## config.mk

```make
export PLATFORM = sky130hd
export DESIGN_NAME = fifo_sync_flagged
export DESIGN_NICKNAME = d
export VERILOG_FILES = /design/src/rtl/fifo_pkg.sv /design/src/rtl/fifo_dpram.sv /design/src/rtl/fifo_sync_flagged.sv
export SDC_FILE = /design/constraint.sdc
export NUM_CORES = 1
export LEC_CHECK = 0
export CORE_ASPECT_RATIO = 1.25
export CORE_MARGIN = 10
export CORE_UTILIZATION = 54
export CTS_CLUSTER_DIAMETER = 120
export CTS_CLUSTER_SIZE = 25
export DETAILED_ROUTE_END_ITERATION = 8
export DONT_BUFFER_PORTS = 1
export MAX_ROUTING_LAYER = met4
export PLACE_DENSITY = 0.8
export SYNTH_ARGS = -nofsm -noshare
export SYNTH_HDL_FRONTEND = slang
export SYNTH_HIERARCHICAL = 1
export SYNTH_SLANG_ARGS = --single-unit
```

## constraint.sdc

```tcl
create_clock -name clk -period 2.95 [get_ports clk]
set_clock_uncertainty 0.15 [all_clocks]
set_input_delay 0.59 -clock clk [delete_from_list [all_inputs] [get_ports clk]]
set_output_delay 0.59 -clock clk [all_outputs]
set_load 0.03 [all_outputs]
```

## src/rtl/fifo_pkg.sv

```systemverilog
// ---------------------------------------------------------------------------
// fifo_pkg
//   Shared definitions for the flagged synchronous FIFO family.
//   - fifo_depth(): depth from address width without relying on $clog2.
//   - fifo_status_t: bundle of all status flags, used inside the FIFO to
//     hold the registered flags and available to monitors that want the
//     whole status word at once.
// ---------------------------------------------------------------------------
package fifo_pkg;

    // Number of storage words addressed by an addr_width-bit pointer.
    function automatic int fifo_depth(input int addr_width);
        return 1 << addr_width;
    endfunction

    typedef struct packed {
        logic full;
        logic empty;
        logic almost_full;
        logic almost_empty;
        logic overflow;
        logic underflow;
    } fifo_status_t;

endpackage

```

## src/rtl/fifo_dpram.sv

```systemverilog
// ---------------------------------------------------------------------------
// fifo_dpram
//   Register-array dual-port memory: one synchronous write port and one
//   asynchronous (combinational) read port. Contents are not reset.
// Ports
//   clk    in   write clock
//   we     in   write enable
//   waddr  in   write address, ADDR_WIDTH bits
//   wdata  in   write data, DATA_WIDTH bits
//   raddr  in   read address, ADDR_WIDTH bits
//   rdata  out  mem[raddr], DATA_WIDTH bits
// ---------------------------------------------------------------------------
module fifo_dpram
    import fifo_pkg::*;
#(
    parameter int DATA_WIDTH = 8,
    parameter int ADDR_WIDTH = 5
) (
    input  logic                  clk,
    input  logic                  we,
    input  logic [ADDR_WIDTH-1:0] waddr,
    input  logic [DATA_WIDTH-1:0] wdata,
    input  logic [ADDR_WIDTH-1:0] raddr,
    output logic [DATA_WIDTH-1:0] rdata
);

    localparam int DEPTH = fifo_depth(ADDR_WIDTH);

    logic [DATA_WIDTH-1:0] mem [DEPTH];

    always_ff @(posedge clk) begin
        if (we) begin
            mem[waddr] <= wdata;
        end
    end

    assign rdata = mem[raddr];

endmodule

```

## src/rtl/fifo_sync_flagged.sv

```systemverilog
// ---------------------------------------------------------------------------
// fifo_sync_flagged
//   Single-clock FIFO with occupancy count, almost-full/almost-empty
//   thresholds, sticky overflow/underflow flags and an optional
//   first-word-fall-through read mode. All flags are registered and derived
//   from the next-state occupancy, so they are valid the cycle after the edge
//   that changed them.
// Ports
//   clk           in   single clock, posedge
//   rst           in   asynchronous active-high reset
//   wr_en         in   write request
//   data_in       in   write data, DATA_WIDTH bits
//   rd_en         in   read request (FWFT: pop the visible head word)
//   data_out      out  read data, DATA_WIDTH bits
//   full          out  count == DEPTH
//   empty         out  count == 0
//   almost_full   out  count >= AFULL_THRESH
//   almost_empty  out  count <= AEMPTY_THRESH
//   count         out  occupancy 0..DEPTH, ADDR_WIDTH+1 bits
//   overflow      out  sticky: write rejected while full
//   underflow     out  sticky: read rejected while empty
//   clr_err       in   synchronous clear of overflow/underflow
// ---------------------------------------------------------------------------
module fifo_sync_flagged
    import fifo_pkg::*;
#(
    parameter int DATA_WIDTH    = 8,
    parameter int ADDR_WIDTH    = 5,
    parameter int FWFT          = 0,
    parameter int AFULL_THRESH  = 28,
    parameter int AEMPTY_THRESH = 4
) (
    input  logic                  clk,
    input  logic                  rst,
    input  logic                  wr_en,
    input  logic [DATA_WIDTH-1:0] data_in,
    input  logic                  rd_en,
    output logic [DATA_WIDTH-1:0] data_out,
    output logic                  full,
    output logic                  empty,
    output logic                  almost_full,
    output logic                  almost_empty,
    output logic [ADDR_WIDTH:0]   count,
    output logic                  overflow,
    output logic                  underflow,
    input  logic                  clr_err
);

    localparam int CNT_W = ADDR_WIDTH + 1;
    localparam int DEPTH = fifo_depth(ADDR_WIDTH);

    localparam logic [CNT_W-1:0] DEPTH_C  = CNT_W'(DEPTH);
    localparam logic [CNT_W-1:0] AFULL_C  = CNT_W'(AFULL_THRESH);
    localparam logic [CNT_W-1:0] AEMPTY_C = CNT_W'(AEMPTY_THRESH);

    // Reject parameter combinations the flag logic cannot represent.
    if (AFULL_THRESH < 1 || AFULL_THRESH > DEPTH) begin : g_bad_afull
        $error("fifo_sync_flagged: AFULL_THRESH must be in 1..DEPTH");
    end
    if (AEMPTY_THRESH < 0 || AEMPTY_THRESH >= DEPTH) begin : g_bad_aempty
        $error("fifo_sync_flagged: AEMPTY_THRESH must be in 0..DEPTH-1");
    end
    if (FWFT != 0 && FWFT != 1) begin : g_bad_fwft
        $error("fifo_sync_flagged: FWFT must be 0 or 1");
    end

    logic [ADDR_WIDTH-1:0] wr_ptr;
    logic [ADDR_WIDTH-1:0] rd_ptr;
    logic [CNT_W-1:0]      cnt;
    logic [CNT_W-1:0]      cnt_next;
    fifo_status_t          status;
    fifo_status_t          status_next;
    logic                  wr_acc;
    logic                  rd_acc;
    logic [DATA_WIDTH-1:0] ram_rdata;

    // Acceptance uses the registered flags, so a write while full is dropped
    // even if a read frees a slot at the same edge (no write-through).
    assign wr_acc = wr_en & ~status.full;
    assign rd_acc = rd_en & ~status.empty;

    // Next occupancy and the flag word derived from it. Error flags are
    // sticky; a new error in the same cycle as clr_err keeps the flag set.
    always_comb begin
        cnt_next                 = cnt + CNT_W'(wr_acc) - CNT_W'(rd_acc);
        status_next              = status;
        status_next.full         = (cnt_next == DEPTH_C);
        status_next.empty        = (cnt_next == '0);
        status_next.almost_full  = (cnt_next >= AFULL_C);
        status_next.almost_empty = (cnt_next <= AEMPTY_C);
        status_next.overflow     = (status.overflow  & ~clr_err) | (wr_en & status.full);
        status_next.underflow    = (status.underflow & ~clr_err) | (rd_en & status.empty);
    end

    // Pointers, occupancy and flags. Pointers wrap naturally at DEPTH.
    always_ff @(posedge clk or posedge rst) begin
        if (rst) begin
            wr_ptr <= '0;
            rd_ptr <= '0;
            cnt    <= '0;
            status <= '{full: 1'b0, empty: 1'b1, almost_full: 1'b0,
                        almost_empty: 1'b1, overflow: 1'b0, underflow: 1'b0};
        end else begin
            if (wr_acc) begin
                wr_ptr <= wr_ptr + 1'b1;
            end
            if (rd_acc) begin
                rd_ptr <= rd_ptr + 1'b1;
            end
            cnt    <= cnt_next;
            status <= status_next;
        end
    end

    fifo_dpram #(
        .DATA_WIDTH (DATA_WIDTH),
        .ADDR_WIDTH (ADDR_WIDTH)
    ) u_ram (
        .clk   (clk),
        .we    (wr_acc),
        .waddr (wr_ptr),
        .wdata (data_in),
        .raddr (rd_ptr),
        .rdata (ram_rdata)
    );

    if (FWFT == 1) begin : g_fwft
        // Head word is visible as soon as the FIFO is non-empty; forced to
        // zero while empty so the output matches the reset value.
        assign data_out = status.empty ? '0 : ram_rdata;
    end else begin : g_std
        logic [DATA_WIDTH-1:0] data_q;

        // Registered read: the word under rd_ptr is captured on an accepted
        // read and held otherwise.
        always_ff @(posedge clk or posedge rst) begin
            if (rst) begin
                data_q <= '0;
            end else if (rd_acc) begin
                data_q <= ram_rdata;
            end
        end

        assign data_out = data_q;
    end

    assign count        = cnt;
    assign full         = status.full;
    assign empty        = status.empty;
    assign almost_full  = status.almost_full;
    assign almost_empty = status.almost_empty;
    assign overflow     = status.overflow;
    assign underflow    = status.underflow;

endmodule

```

# ---- Word level (Yosys, flattened, before mapping)
# Memory sizes are Yosys's and may differ from the RTL's. A register that Yosys moved wholly into a read port is not among the register bits.
# Index checks and enable logic that the tools add are counted.
dict set report word_totals {
  regBits 22
  word_cells 31
  inputBits 13
  n_memories 1
  mem_bits_rw 256
}
dict set report classes {
  n_reduce_logical 1
  magnitude_cmp 2
  n_bitwise 11
  add_sub_neg 4
  eq_ne 1
  n_mux 2
}
# name words word_bits rd rd_ports_with_merged_regs write_ports line_no
set mem_list {}
lappend mem_list {u_ram.mem 32 8 1 1 1 fifo_dpram.sv:29} ;# logic [DATA_WIDTH-1:0] mem [DEPTH];
# operator count
set op_table {}
lappend op_table {{5-bit by 1-bit adder with 5-bit output, second input constant} 2}
lappend op_table {{6-bit by 1-bit adder with 6-bit output} 1}
lappend op_table {{1-bit AND} 6}
lappend op_table {{6-bit equality test, second input constant} 1}
lappend op_table {{6-bit by 5-bit greater-or-equal comparator with 1-bit output, second input constant} 1}
lappend op_table {{6-bit by 3-bit <= comparator with 1-bit output, second input constant} 1}
lappend op_table {{6-bit zero test} 1}
lappend op_table {{6-bit by 1-bit subtractor with 6-bit output} 1}
lappend op_table {{1-bit inverter} 3}
lappend op_table {{1-bit two-way mux} 2}
lappend op_table {{1-bit OR} 2}

# ---- Depth between registers and ports, before layout
# Gate-level depths: netlist of run 1.
dict set report logic_depth {
  word_depth 5
  ltp_mapped 12
}

# ---- By module
# The synthesis of run 1 kept the hierarchy.
# module seq_area_each_um2 instances area_each_um2 cells_each
set by_module_without_submodules {}
lappend by_module_without_submodules {fifo_dpram 7687.4 1 9893.2 409}
lappend by_module_without_submodules {fifo_sync_flagged 753.2 1 1337.5 107}

# ---- Least setup slack after synthesis of run 1
# OpenSTA, ideal clock, no wires.
dict set report synth_path {
  path_type {input-to-reg}
  start {input port wr_en}
  end {register status, in the netlist full}
  arrival_ps 2781
  required_time_ps 2680
  setup_ps 120
  path_buffers 1
  path_stages 12
  path_slack_ps -101
  path_cell_list {nor2b_1 > clkbuf_1 > inv_1 > ha_1 > inv_1 > ha_1 > fa_1 > a21o_1 > a21oi_1 > xnor2_1 > nor3_1 > and2_2}
}
# element line_no
set synth_lines {}
lappend synth_lines {{start: declaration} fifo_sync_flagged.sv:35} ;# input logic wr_en,
lappend synth_lines {{end signal: assignment} fifo_sync_flagged.sv:101} ;# status <= '{full: 1'b0, empty: 1'b1, almost_full: 1'b0,
lappend synth_lines {{end signal: assignment} fifo_sync_flagged.sv:111} ;# status <= status_next;
lappend synth_lines {{end: declaration} fifo_sync_flagged.sv:71} ;# fifo_status_t status;

==> results by group, run 1 <==
Power and ir drop
  – Clock Power Share: 18.9%
  – Sw Ratio: 31.7%
  – VDD IR max: 812 uV
  – Total power: 11.4 mW
  – Sequential share of power: 47.5%
  – Comb power frac: 33.7%
  – Psw: 3.63 mW
  – Power per Cell Area: 931 mW/mm^2
  – Static Leakage: 3.97 nW
  – Internal power: 7.82 mW

Clock network
  – Post-CTS Setup Inserts: 0
  – CTS hold repair buffers: 1
  – Clock Latency Late Sink: 480 ps
  – Clk sinks: 286
  – Clock Path Buffers: 3
  – CTS Buf Count: 15
  – Worst-path clk slew: 100 ps
  – CTS H-tree depth: 1
  – Cts repair resizes: 0
  – Root Driver: clkbuf_16
  – TritonCTS clock tree: built

Synthesis
  – Avg Cell Area, Syn: 21.8 um^2
  – Post-synthesis compound-gate area fraction: 0.546%
  – Netlist cell types: 35
  – Post-Synth XOR/XNOR Area: 0.936%
  – Yosys warning count: 6
  – Post-synth EDFFs: 256
  – Net Count, Synth: 538
  – Main combinational cell family by area after synthesis: multiplexers
  – Synth top area share: 68.4%
  – Adder-cell share of the synthesized area: 1.07%
  – Register bit count reported by yosys: 286
  – Post-Synth Simple-Gate Area: 2.93%
  – Synth cell count leaders: edfxtp_1, mux4_2, nor2_1
  – Cell count after synthesis: 516
  – Ys flop type: edfxtp_1
  – Largest area contributor in the netlist: edfxtp_1
  – Post-Syn Area: 0.0112 mm^2
  – Mux contribution to synthesized area: 17.9%
  – Synth area leaders: edfxtp_1, mux4_2, dfrtp_1, mux2_2, nor2_1
  – Synth async-reset ratio: 10.5%
  – Register area share after synthesis: 75.2%
  – Most common cell in the synthesized netlist: edfxtp_1

Place
  – DP HPWL: 14000 um
  – Setup slack at placement: 28.6 ps
  – GPL Wtd Cong: 0.810
  – Number of port buffers: 0

Timing
  – Final setup fails: 0
  – Final hold violations: 0
  – RSZ-0062 raised after global routing: no
  – Worst slew margin: 56.4%
  – Max Clk Rate: 364 MHz
  – Tcrit/Tclk final: 93.1%
  – Fin. max-slew vios: 0
  – Slew @ Worst Pin: 644 ps
  – Final setup TNS: 0 ps
  – Hold_ws: 52.3 ps
  – Final Worst Setup Slack: 203 ps
  – Fin crit period: 2750 ps

Routing
  – Post-route ant nets: 0
  – Initial DRC count: 457
  – Total number of vias: 5079
  – DRC Markers: 0
  – First-pass iteration count of the detailed router: 5
  – Avg WL per Cell: 25.6 um
  – Vias per inst: 6.08
  – Final Routed Wirelength: 21400 um

Min path
  – Worst min-delay path class: input pin to register

Cells and area
  – Antenna diodes: 0
  – Area Overhead vs Synth: 9.48%
  – Final net count: 580
  – Layout cell share with drive strength beyond 1: 30.6%

Setup path
  – Worst setup SP type: register
  – Critical path required time: 3170 ps
  – Crit Path Class: register to register
  – Worst path max stage delay: 580 ps
  – Critical Path End Type: register
  – Ordered cell list for the critical path: buf_12, mux4_2, mux4_2, mux2_2, mux2_2
  – Worst endpoint data arrival time: 2970 ps
  – Slowest-stage cell, CP: dfrtp_4
  – Maximum fanout along the worst path: 14

Die
  – Core box area: 0.0203 mm^2
  – Initial Utilization: 55.3%
  – Core Rows: 58
  – Die width: 149 um
  – I/O pin total: 33
  – Die ar.: 0.0270 mm^2
  – Die Y: 181 um

Global routing
  – GRT overflow: 0
  – Pin count of the biggest net entering global routing: 53
  – Vias in the first global route: 5437
  – Tot GR Track Use: 16.4%
  – Initial antenna violation count: 0
  – First-pass GRT wire length: 33200 um

Run status
  – Status: completed

Job
  – Max-capacitance violation count: 0
==> state kept, by name, indices dropped and copies added (netlist names) <==
signal	flops
almost_empty	1
almost_full	1
count	6
data_out	8
empty	1
full	1
overflow	1
rd_ptr	5
u_ram/mem	256
underflow	1
wr_ptr	5
==> cells by family after synthesis <==
family                     count (synthesis)
muxes                                     99
buffers and inverters                     34
and+or+nand+nor                           67
DFF                                      286
adders and majority gates                  9
xor gates and xnor gates                  12
AOI/OAI and AO/OA                          9
==> layout by cell type, fill, tap and decap left out, drive strengths merged, types with 2 or more instances in the layout <==
master / synthesis / routed
xnor2: 8 / 8
nand4: 4 / 4
edfxtp: 256 / 256
nor2b: 3 / 3
nand3b: 5 / 5
buf: 15 / 47
or3b: 3 / 3
clkbuf: 8 / 24
nor2: 35 / 35
mux4: 80 / 80
nand3: 3 / 3
o21ai: 3 / 3
mux2: 18 / 18
nand2: 7 / 7
a21oi: 2 / 2
xor2: 4 / 4
dfstp: 2 / 2
nor3: 2 / 2
dfrtp: 28 / 28
and2: 3 / 3
ha: 8 / 8
inv: 11 / 12
==> stage by stage <==
stage          area, um^2  utilization (%)  std cells
5_1_grt             12300             60.5        836
3_3_place_gp        11900             58.4        810
6_report            12300             60.5        836
3_5_place_dp        11900             58.4        810
2_1_floorplan       11200                -        516
4_1_cts             12300             60.5        836
==> layer usage <==
layer / GRT usage, % / wire length [um]
met1: 21.0 / 8650
met2: 26.9 / 11100
met3: 2.40 / 1140
met4: 4.52 / 485
met5: - / 0
==> power groups by stage <==
| stage | clock (mW) | sequential [mW] | combinational (mW) |
|---|---|---|---|
| 6_report | 2.16 | 5.44 | 3.85 |
| 2_1_floorplan | 0 | 5.40 | 2.84 |
| 5_1_grt | 2.35 | 5.50 | 4.11 |
| 4_1_cts | 2.21 | 5.45 | 3.86 |
| 3_3_place_gp | 0 | 5.50 | 3.65 |
| 3_5_place_dp | 0 | 5.53 | 3.82 |
==> worst max-delay path: cells and delay by family (launching register included) <==
kind / cells / cell delay (ps)
flops: 1 / 580
buf+inv: 1 / 210
mux: 4 / 1680
==> final timing paths <==
check / from / endpoint / depth (start not counted) / slack, ps
setup / recovery: rd_ptr[0]$_DFFE_PP0P_ / data_out[3]$_DFFE_PP0P_ / 5 / 200
hold / removal: data_in[4] / u_ram/mem[18][4]$_DFFE_PP_ / 0 / 50
setup reg to reg: rd_ptr[0]$_DFFE_PP0P_ / data_out[3]$_DFFE_PP0P_ / 5 / 200
hold reg to reg: wr_ptr[0]$_DFFE_PP0P_ / wr_ptr[0]$_DFFE_PP0P_ / 1 / 480
max in group asynchronous: rst / count[2]$_DFF_PP0_ / 4 / 1390
min in group asynchronous: rst / rd_ptr[3]$_DFFE_PP0P_ / 2 / 480
==> layout make-up <==
type | count | area (um^2)
well taps | 270 | 338
fillers | 1378 | 8020
clock buffers | 24 | 409
clock inverters | 1 | 16.3
multi-input cells | 196 | 2630
inverters | 11 | 41.3
flip-flops and latches | 286 | 8450
repair buffers | 48 | 413
No activity file was read; power rests on OpenSTA's default activity.
==> run 2: changes to the inputs <==
--- a/config.mk
+++ b/config.mk
@@ -5,10 +5,11 @@
 export SDC_FILE = /design/constraint.sdc
 export NUM_CORES = 1
 export LEC_CHECK = 0
-export CORE_ASPECT_RATIO = 1.25
+export ABC_AREA = 1
+export CORE_ASPECT_RATIO = 1.4
 export CORE_MARGIN = 10
 export CORE_UTILIZATION = 54
-export CTS_CLUSTER_DIAMETER = 120
+export CTS_CLUSTER_DIAMETER = 60
 export CTS_CLUSTER_SIZE = 25
 export DETAILED_ROUTE_END_ITERATION = 8
 export DONT_BUFFER_PORTS = 1
==> run 2 against run 1 <==
Effect of this change:
- core utilization is 2.7 points lower
- first-iteration DRC count grew 96%
- synthesized area rose by 7.4%
- sequential cell count did not move
- maximum frequency is 1.3% higher
- routed wire length increased by 22%
- hold slack got worse by 10 ps
- total power is 7.1% higher
- largest cell class unchanged
==> results by group, run 2 <==
Die
  – Core box area: 0.0219 mm^2 (was 0.0203 mm^2)
  – Die ar.: 0.0288 mm^2 (was 0.0270 mm^2)
  – Die Y: 197 um (was 181 um)
  – I/O pin total: 33 (unchanged)
  – Die width: 146 um (was 149 um)
  – Core Rows: 64 (was 58)
  – Initial Utilization: 55.0% (was 55.3%)

Routing
  – DRC Markers: 0 (unchanged)
  – Initial DRC count: 898 (was 457)
  – Post-route ant nets: 0 (unchanged)
  – Total number of vias: 7736 (was 5079)
  – Final Routed Wirelength: 26100 um (was 21400 um)
  – Vias per inst: 5.66 (was 6.08)
  – First-pass iteration count of the detailed router: 7 (was 5)
  – Avg WL per Cell: 19.1 um (was 25.6 um)

Synthesis
  – Synth async-reset ratio: 10.5% (unchanged)
  – Yosys warning count: 6 (unchanged)
  – Largest area contributor in the netlist: edfxtp_1 (unchanged)
  – Avg Cell Area, Syn: 11.2 um^2 (was 21.8 um^2)
  – Ys flop type: edfxtp_1 (unchanged)
  – Register area share after synthesis: 70.0% (was 75.2%)
  – Synth cell count leaders: nand2_1, edfxtp_1, nand3_1 (was edfxtp_1, mux4_2, nor2_1)
  – Netlist cell types: 26 (was 35)
  – Cell count after synthesis: 1074 (was 516)
  – Post-synth EDFFs: 256 (unchanged)
  – Most common cell in the synthesized netlist: nand2_1 (was edfxtp_1)
  – Post-Syn Area: 0.0121 mm^2 (was 0.0112 mm^2)
  – Register bit count reported by yosys: 286 (unchanged)
  – Synth top area share: 63.7% (was 68.4%)
  – Synth area leaders: edfxtp_1, nand2_1, nand3_1, dfrtp_1, buf_6 (was edfxtp_1, mux4_2, dfrtp_1, mux2_2, nor2_1)
  – Net Count, Synth: 1096 (was 538)

Power and ir drop
  – VDD IR max: 817 uV (was 812 uV)
  – Power per Cell Area: 968 mW/mm^2 (was 931 mW/mm^2)
  – Static Leakage: 4.80 nW (was 3.97 nW)
  – Total power: 12.3 mW (was 11.4 mW)

Global routing
  – Met1 usage: 21.1% (was 21.0%)
  – GRT overflow: 0 (unchanged)
  – GR Layer Usage met2: 31.7% (was 26.9%)
  – Layer with the highest usage: met2 (unchanged)
  – Vias in the first global route: 7579 (was 5437)
  – Met3 Track Usage GR: 2.98% (was 2.40%)
  – Tot GR Track Use: 18.4% (was 16.4%)
  – First-pass GRT wire length: 40700 um (was 33200 um)
  – Pin count of the biggest net entering global routing: 132 (was 53)
  – Initial antenna violation count: 0 (unchanged)

Clock network
  – Clock Latency Late Sink: 490 ps (was 480 ps)
  – Worst-path clk slew: 90 ps (was 100 ps)
  – Clk sinks: 286 (unchanged)
  – TritonCTS clock tree: built (unchanged)
  – Root Driver: clkbuf_16 (unchanged)
  – Clock Path Buffers: 3 (unchanged)
  – Cts repair resizes: 0 (unchanged)
  – CTS Buf Count: 15 (unchanged)
  – CTS H-tree depth: 1 (unchanged)

Cells and area
  – Final core occ: 57.8% (was 60.5%)
  – Antenna diodes: 0 (unchanged)
  – Multi-input gate area: 0.00310 mm^2 (was 0.00263 mm^2)
  – # fillers: 1724 (was 1378)
  – Layout cell share with drive strength beyond 1: 5.05% (was 30.6%)
  – Top reg by flops: u_ram/mem (unchanged)
  – Sequential Area: 0.00845 mm^2 (unchanged)
  – Largest register FFs: 256 (unchanged)
  – Final Instance Area: 0.0127 mm^2 (was 0.0123 mm^2)
  – Commonest cells after routing, fill and taps aside: nand2_1, edfxtp_1, nand3_1 (was edfxtp_1, mux4_2, buf_4)
  – Final net count: 1084 (was 580)
  – Post-Layout Cell Count: 1367 (was 836)
  – Area Overhead vs Synth: 5.03% (was 9.48%)
  – Most common cell after layout, fill and taps aside: nand2_1 (was edfxtp_1)

Place
  – Setup slack at placement: 225 ps (was 28.6 ps)
  – GPL Wtd Cong: 0.950 (was 0.810)
  – DP HPWL: 16900 um (was 14000 um)
  – Number of port buffers: 0 (unchanged)
  – Placed Cells: 1341 (was 810)
  – Dpl cell area: 0.0122 mm^2 (was 0.0119 mm^2)

Setup path
  – Maximum fanout along the worst path: 3 (was 14)
  – Worst endpoint data arrival time: 2980 ps (was 2970 ps)
  – Crit Path Class: register to register (unchanged)
  – Critical Path End Type: register (unchanged)
  – Critical path required time: 3210 ps (was 3170 ps)
  – Worst setup SP type: register (unchanged)

Timing
  – Tcrit/Tclk final: 91.9% (was 93.1%)
  – Final hold violations: 0 (unchanged)
  – Hold_ws: 41.9 ps (was 52.3 ps)
  – Final setup fails: 0 (unchanged)
  – Fin. max-slew vios: 0 (unchanged)
  – Fin crit period: 2710 ps (was 2750 ps)
  – RSZ-0062 raised after global routing: no (unchanged)
  – Worst slew margin: 47.4% (was 56.4%)
  – Final Worst Setup Slack: 239 ps (was 203 ps)
  – Slew @ Worst Pin: 789 ps (was 644 ps)
  – Final setup TNS: 0 ps (unchanged)
  – Max Clk Rate: 369 MHz (was 364 MHz)

Run status
  – Status: completed (unchanged)

Min path
  – Worst min-delay path class: input pin to register (unchanged)

Job
  – Max-capacitance violation count: 0 (unchanged)
run 2: path summary, 6_finish.rpt:
kind                                       start                         end  slack [ps]  cells after the start
setup / recovery                  full$_DFF_PP0_             empty$_DFF_PP1_         240                     10
hold / removal                        data_in[3]  u_ram/mem[21][3]$_DFFE_PP_          40                      0
setup reg to reg                  full$_DFF_PP0_             empty$_DFF_PP1_         240                     10
hold reg to reg            wr_ptr[0]$_DFFE_PP0P_       wr_ptr[0]$_DFFE_PP0P_         430                      1
max in group asynchronous                    rst       wr_ptr[0]$_DFFE_PP0P_        1490                      3
min in group asynchronous                    rst       rd_ptr[3]$_DFFE_PP0P_         550                      2
run 2: layout make-up:
| class | count | area share, % |
|---|---|---|
| clock buffers | 23 | 3.20 |
| repair buffers | 24 | 1.74 |
| multi-input cells | 704 | 24.4 |
| clock inverters | 2 | 0.138 |
| flip-flops and latches | 286 | 66.6 |
| well taps | 297 | 2.93 |
| inverters | 31 | 0.928 |
run 2: what timing repair did:
action,4_1_cts,5_1_grt
endpoints found under the setup margin,0,0
hold buffers,1,0
buffers inserted,0,0
hold endpoints to repair,15,0
run 2: kinds of logic (layout without fill, tap and decap cells):
kind of cell / after synthesis / in the layout / share of synthesized area, %
flip-flops: 286 / 286 / 70.0
AND/OR/NAND/NOR: 682 / 682 / 23.8
adder cells (fa/ha/maj): 9 / 9 / 0.995
buffers and inverters: 84 / 80 / 4.40
AO/OA/AOI/OAI: 4 / 4 / 0.166
XOR/XNOR: 9 / 9 / 0.653
run 2: worst max-delay path, stage by stage (launching register included):
cell and delay (ps):
dfrtp_1 520, nor2_2 200, inv_1 80, ha_1 290
inv_1 60, ha_1 230, fa_1 460, or2_2 330
nor2_1 130, nand3_2 90, nor2_1 110
run 2: metal layers:
layer  routed length, um  share of wire [%]  vias up
li1                    -                  -     3636
met4                1100                4.2        0
met5                   0                  0        -
met3                2060                7.9       69
met2               13300                 51      330
met1                9630                 37     3701
run 2: power by group:
group	switching (mW)	total [mW]	internal, mW
Sequential	0.530	5.38	4.86
Combinational	3.33	4.74	1.41
Clock	1.17	2.14	0.972
==> run 3: changes to the inputs <==
--- a/config.mk
+++ b/config.mk
@@ -17,5 +17,4 @@
 export PLACE_DENSITY = 0.8
 export SYNTH_ARGS = -nofsm -noshare
 export SYNTH_HDL_FRONTEND = slang
-export SYNTH_HIERARCHICAL = 1
 export SYNTH_SLANG_ARGS = --single-unit
==> run 3 against run 2 <==
Effect of this change:
- sequential share of layout area decreased by 2.3 points
- synthesized area increased by 1.1%
- first-iteration DRC count increased by 21%
- die area increased by 1.0%
- routed wire length increased by 4.8%
- hold slack got worse by 24 ps
- cell area increased by 3.5%
- critical endpoint unchanged
- largest power group unchanged
==> results by group, run 3 <==
Run status
  – Status: completed (unchanged)

Setup path
  – R2r endpoint: empty$_DFF_PP1_ (unchanged)
  – Worst setup SP type: register (unchanged)
  – Critical Path End Type: register (unchanged)
  – Critical path required time: 3230 ps (was 3210 ps)
  – Worst endpoint data arrival time: 3000 ps (was 2980 ps)
  – Reg-to-reg startpoint: empty$_DFF_PP1_ (was full$_DFF_PP0_)
  – Setup crit start: empty$_DFF_PP1_ (was full$_DFF_PP0_)
  – Crit Path Class: register to register (unchanged)
  – Maximum fanout along the worst path: 3 (unchanged)
  – Worst r2r path cells: 10 (unchanged)
  – R2R Setup Slk: 240 ps (about the same)
  – Worst setup endpoint: empty$_DFF_PP1_ (unchanged)

Die
  – Core box area: 0.0224 mm^2 (was 0.0219 mm^2)
  – Die ar.: 0.0291 mm^2 (was 0.0288 mm^2)
  – Initial Utilization: 54.6% (was 55.0%)
  – Core Rows: 65 (was 64)
  – Die width: 147 um (was 146 um)
  – I/O pin total: 33 (unchanged)
  – Die Y: 198 um (was 197 um)

Synthesis
  – Post-Synth XOR/XNOR Area: 0.861% (was 0.653%)
  – Most common cell in the synthesized netlist: nand2_1 (unchanged)
  – Post-synthesis compound-gate area fraction: 1.48% (was 0.166%)
  – Avg Cell Area, Syn: 10.6 um^2 (was 11.2 um^2)
  – Largest area contributor in the netlist: edfxtp_1 (unchanged)
  – Mux contribution to synthesized area: 0% (unchanged)
  – Netlist cell types: 22 (was 26)
  – Net Count, Synth: 1181 (was 1096)
  – Synth cell count leaders: nand2_1, edfxtp_1, nand3_1 (unchanged)
  – Post-synth EDFFs: 256 (unchanged)
  – Ys flop type: edfxtp_1 (unchanged)
  – Main combinational cell family by area after synthesis: simple AND/OR/NAND/NOR gates (unchanged)
  – Post-Synth Simple-Gate Area: 20.9% (was 23.8%)
  – Synth area leaders: edfxtp_1, nand2_1, nand3_1, dfrtp_1, inv_1 (was edfxtp_1, nand2_1, nand3_1, dfrtp_1, buf_6)
  – Synth top area share: 63.0% (was 63.7%)
  – Register area share after synthesis: 69.2% (was 70.0%)
  – Post-Syn Area: 0.0122 mm^2 (was 0.0121 mm^2)
  – Cell count after synthesis: 1156 (was 1074)
  – Yosys warning count: 0 (was 6)
  – Synth async-reset ratio: 10.5% (unchanged)
  – Register bit count reported by yosys: 286 (unchanged)
  – Adder-cell share of the synthesized area: 1.29% (was 0.995%)

Cells and area
  – Final net count: 1183 (was 1084)
  – Antenna diodes: 0 (unchanged)
  – # fillers: 1745 (was 1724)
  – Largest register FFs: 256 (unchanged)
  – Commonest cells after routing, fill and taps aside: nand2_1, edfxtp_1, nand3_1 (unchanged)
  – Area Overhead vs Synth: 7.52% (was 5.03%)
  – Top reg by flops: u_ram.mem (was u_ram/mem)
  – Layout cell share with drive strength beyond 1: 5.22% (was 5.05%)
  – Most common cell after layout, fill and taps aside: nand2_1 (unchanged)
  – Final Instance Area: 0.0131 mm^2 (was 0.0127 mm^2)

Place
  – GPL Wtd Cong: 0.880 (was 0.950)
  – Number of port buffers: 0 (unchanged)
  – DP HPWL: 17100 um (was 16900 um)
  – Dpl cell area: 0.0126 mm^2 (was 0.0122 mm^2)
  – Setup slack at placement: 256 ps (was 225 ps)

Timing
  – Final setup TNS: 0 ps (unchanged)
  – RSZ-0062 raised after global routing: no (unchanged)
  – Max Clk Rate: 369 MHz (about the same)
  – Final hold violations: 0 (unchanged)
  – Slew @ Worst Pin: 880 ps (was 789 ps)
  – Final setup fails: 0 (unchanged)
  – Worst slew margin: 41.1% (was 47.4%)
  – Fin. max-slew vios: 0 (unchanged)
  – Final Worst Setup Slack: 238 ps (was 239 ps)
  – Tcrit/Tclk final: 91.9% (about the same)
  – Fin crit period: 2710 ps (about the same)

Clock network
  – Clock Path Buffers: 3 (unchanged)
  – CTS H-tree depth: 1 (unchanged)
  – Worst-path clk slew: 100 ps (was 90 ps)
  – Root Driver: clkbuf_16 (unchanged)
  – Clock Latency Late Sink: 520 ps (was 490 ps)
  – Clk sinks: 286 (unchanged)
  – TritonCTS clock tree: built (unchanged)
  – Cts repair resizes: 0 (unchanged)
  – CTS Buf Count: 16 (was 15)

Global routing
  – GRT overflow: 0 (unchanged)
  – Vias in the first global route: 7906 (was 7579)
  – Initial antenna violation count: 0 (unchanged)
  – Pin count of the biggest net entering global routing: 122 (was 132)
  – First-pass GRT wire length: 43400 um (was 40700 um)
  – Tot GR Track Use: 19.3% (was 18.4%)
  – Met1 usage: 22.6% (was 21.1%)
  – Layer with the highest usage: met2 (unchanged)
  – Met3 Track Usage GR: 2.51% (was 2.98%)
  – GR Layer Usage met2: 32.9% (was 31.7%)

Routing
  – Vias per inst: 5.48 (was 5.66)
  – Final Routed Wirelength: 27400 um (was 26100 um)
  – Post-route ant nets: 0 (unchanged)
  – DRC Markers: 0 (unchanged)
  – Total number of vias: 8054 (was 7736)
  – First-pass iteration count of the detailed router: 6 (was 7)
  – Initial DRC count: 1085 (was 898)
  – Avg WL per Cell: 18.6 um (was 19.1 um)

Power and ir drop
  – Power per Cell Area: 925 mW/mm^2 (was 968 mW/mm^2)
  – VDD IR max: 805 uV (was 817 uV)
  – Static Leakage: 5.33 nW (was 4.80 nW)

Job
  – Max-capacitance violation count: 0 (unchanged)

Min path
  – Worst min-delay path class: input pin to register (unchanged)
## run 3: changes by cell type after synthesis, sizes merged, moves of 4 or more
cell	before	now
a21oi	2	19
buf	46	42
inv	29	136
nand2	422	373
nand3	215	159
nor2	38	88
o21ai	2	14
xnor2	6	2
xor2	3	10
## run 3: final cells by class
cell class / instances / area, um^2 / share of cell area, %
clock inverters: 4 / 60.1 / 0.458
well taps: 301 / 377 / 2.87
clock buffers: 24 / 430 / 3.28
inverters: 137 / 515 / 3.93
multi-input cells: 683 / 3000 / 22.8
flip-flops and latches: 286 / 8450 / 64.4
repair buffers: 34 / 295 / 2.25
## run 3: critical path, stage by stage (launching register included)
cell	delay, ps
dfstp_2	640
nor2_1	100
ha_1	290
inv_1	60
ha_1	170
inv_1	70
fa_1	420
o21ai_0	220
xnor2_1	210
nand4_1	170
nor2_1	140
## run 3: cells by family (layout without fill, tap and decap cells)
logic type | Yosys count | count (layout)
flops | 286 | 286
fa+ha+maj | 12 | 12
xor+xnor | 12 | 12
buf+inv | 187 | 199
simple gates | 624 | 624
compound gates | 35 | 35
## run 3: worst min-delay path by stage
stage                     cells past startpoint  slack, ps                   from                         end
after floorplan                               1        360  wr_ptr[0]$_DFFE_PP0P_       wr_ptr[0]$_DFFE_PP0P_
after global placement                        1        390  wr_ptr[0]$_DFFE_PP0P_       wr_ptr[0]$_DFFE_PP0P_
after detailed placement                      1        390  wr_ptr[0]$_DFFE_PP0P_       wr_ptr[0]$_DFFE_PP0P_
after CTS                                     0          8             data_in[0]  u_ram.mem[19][0]$_DFFE_PP_
after global routing                          0       0.01             data_in[0]  u_ram.mem[19][0]$_DFFE_PP_
final                                         0         20             data_in[0]  u_ram.mem[19][0]$_DFFE_PP_
## run 3: repair_timing
| item | CTS | global route |
|---|---|---|
| hold endpoints to repair | 28 | 0 |
| hold buffers | 1 | 0 |
| setup buffers | 0 | 0 |
## run 3: per-layer routing
layer	vias to the layer above	routed length, um
met3	62	1910
met5	-	0
li1	3770	-
met2	365	14000
met4	0	1160
met1	3857	10300
## run 3: where the power goes
part	internal [mW]	total, mW	switching (mW)
logic	1.30	4.36	3.06
clock network	1.06	2.36	1.30
registers	4.86	5.42	0.566
total	7.22	12.1	4.92
## run 3: per-stage QoR
step	utilization, %	hold slack [ps]	std cells	total power, mW
floorplan	-	362	1156	8.54
global placement	56.4	390	1440	9.63
detailed placement	56.4	393	1440	9.79
CTS	58.7	8.50	1469	12.1
global route	58.7	0.0117	1469	12.9
finish	58.7	17.7	1469	12.1
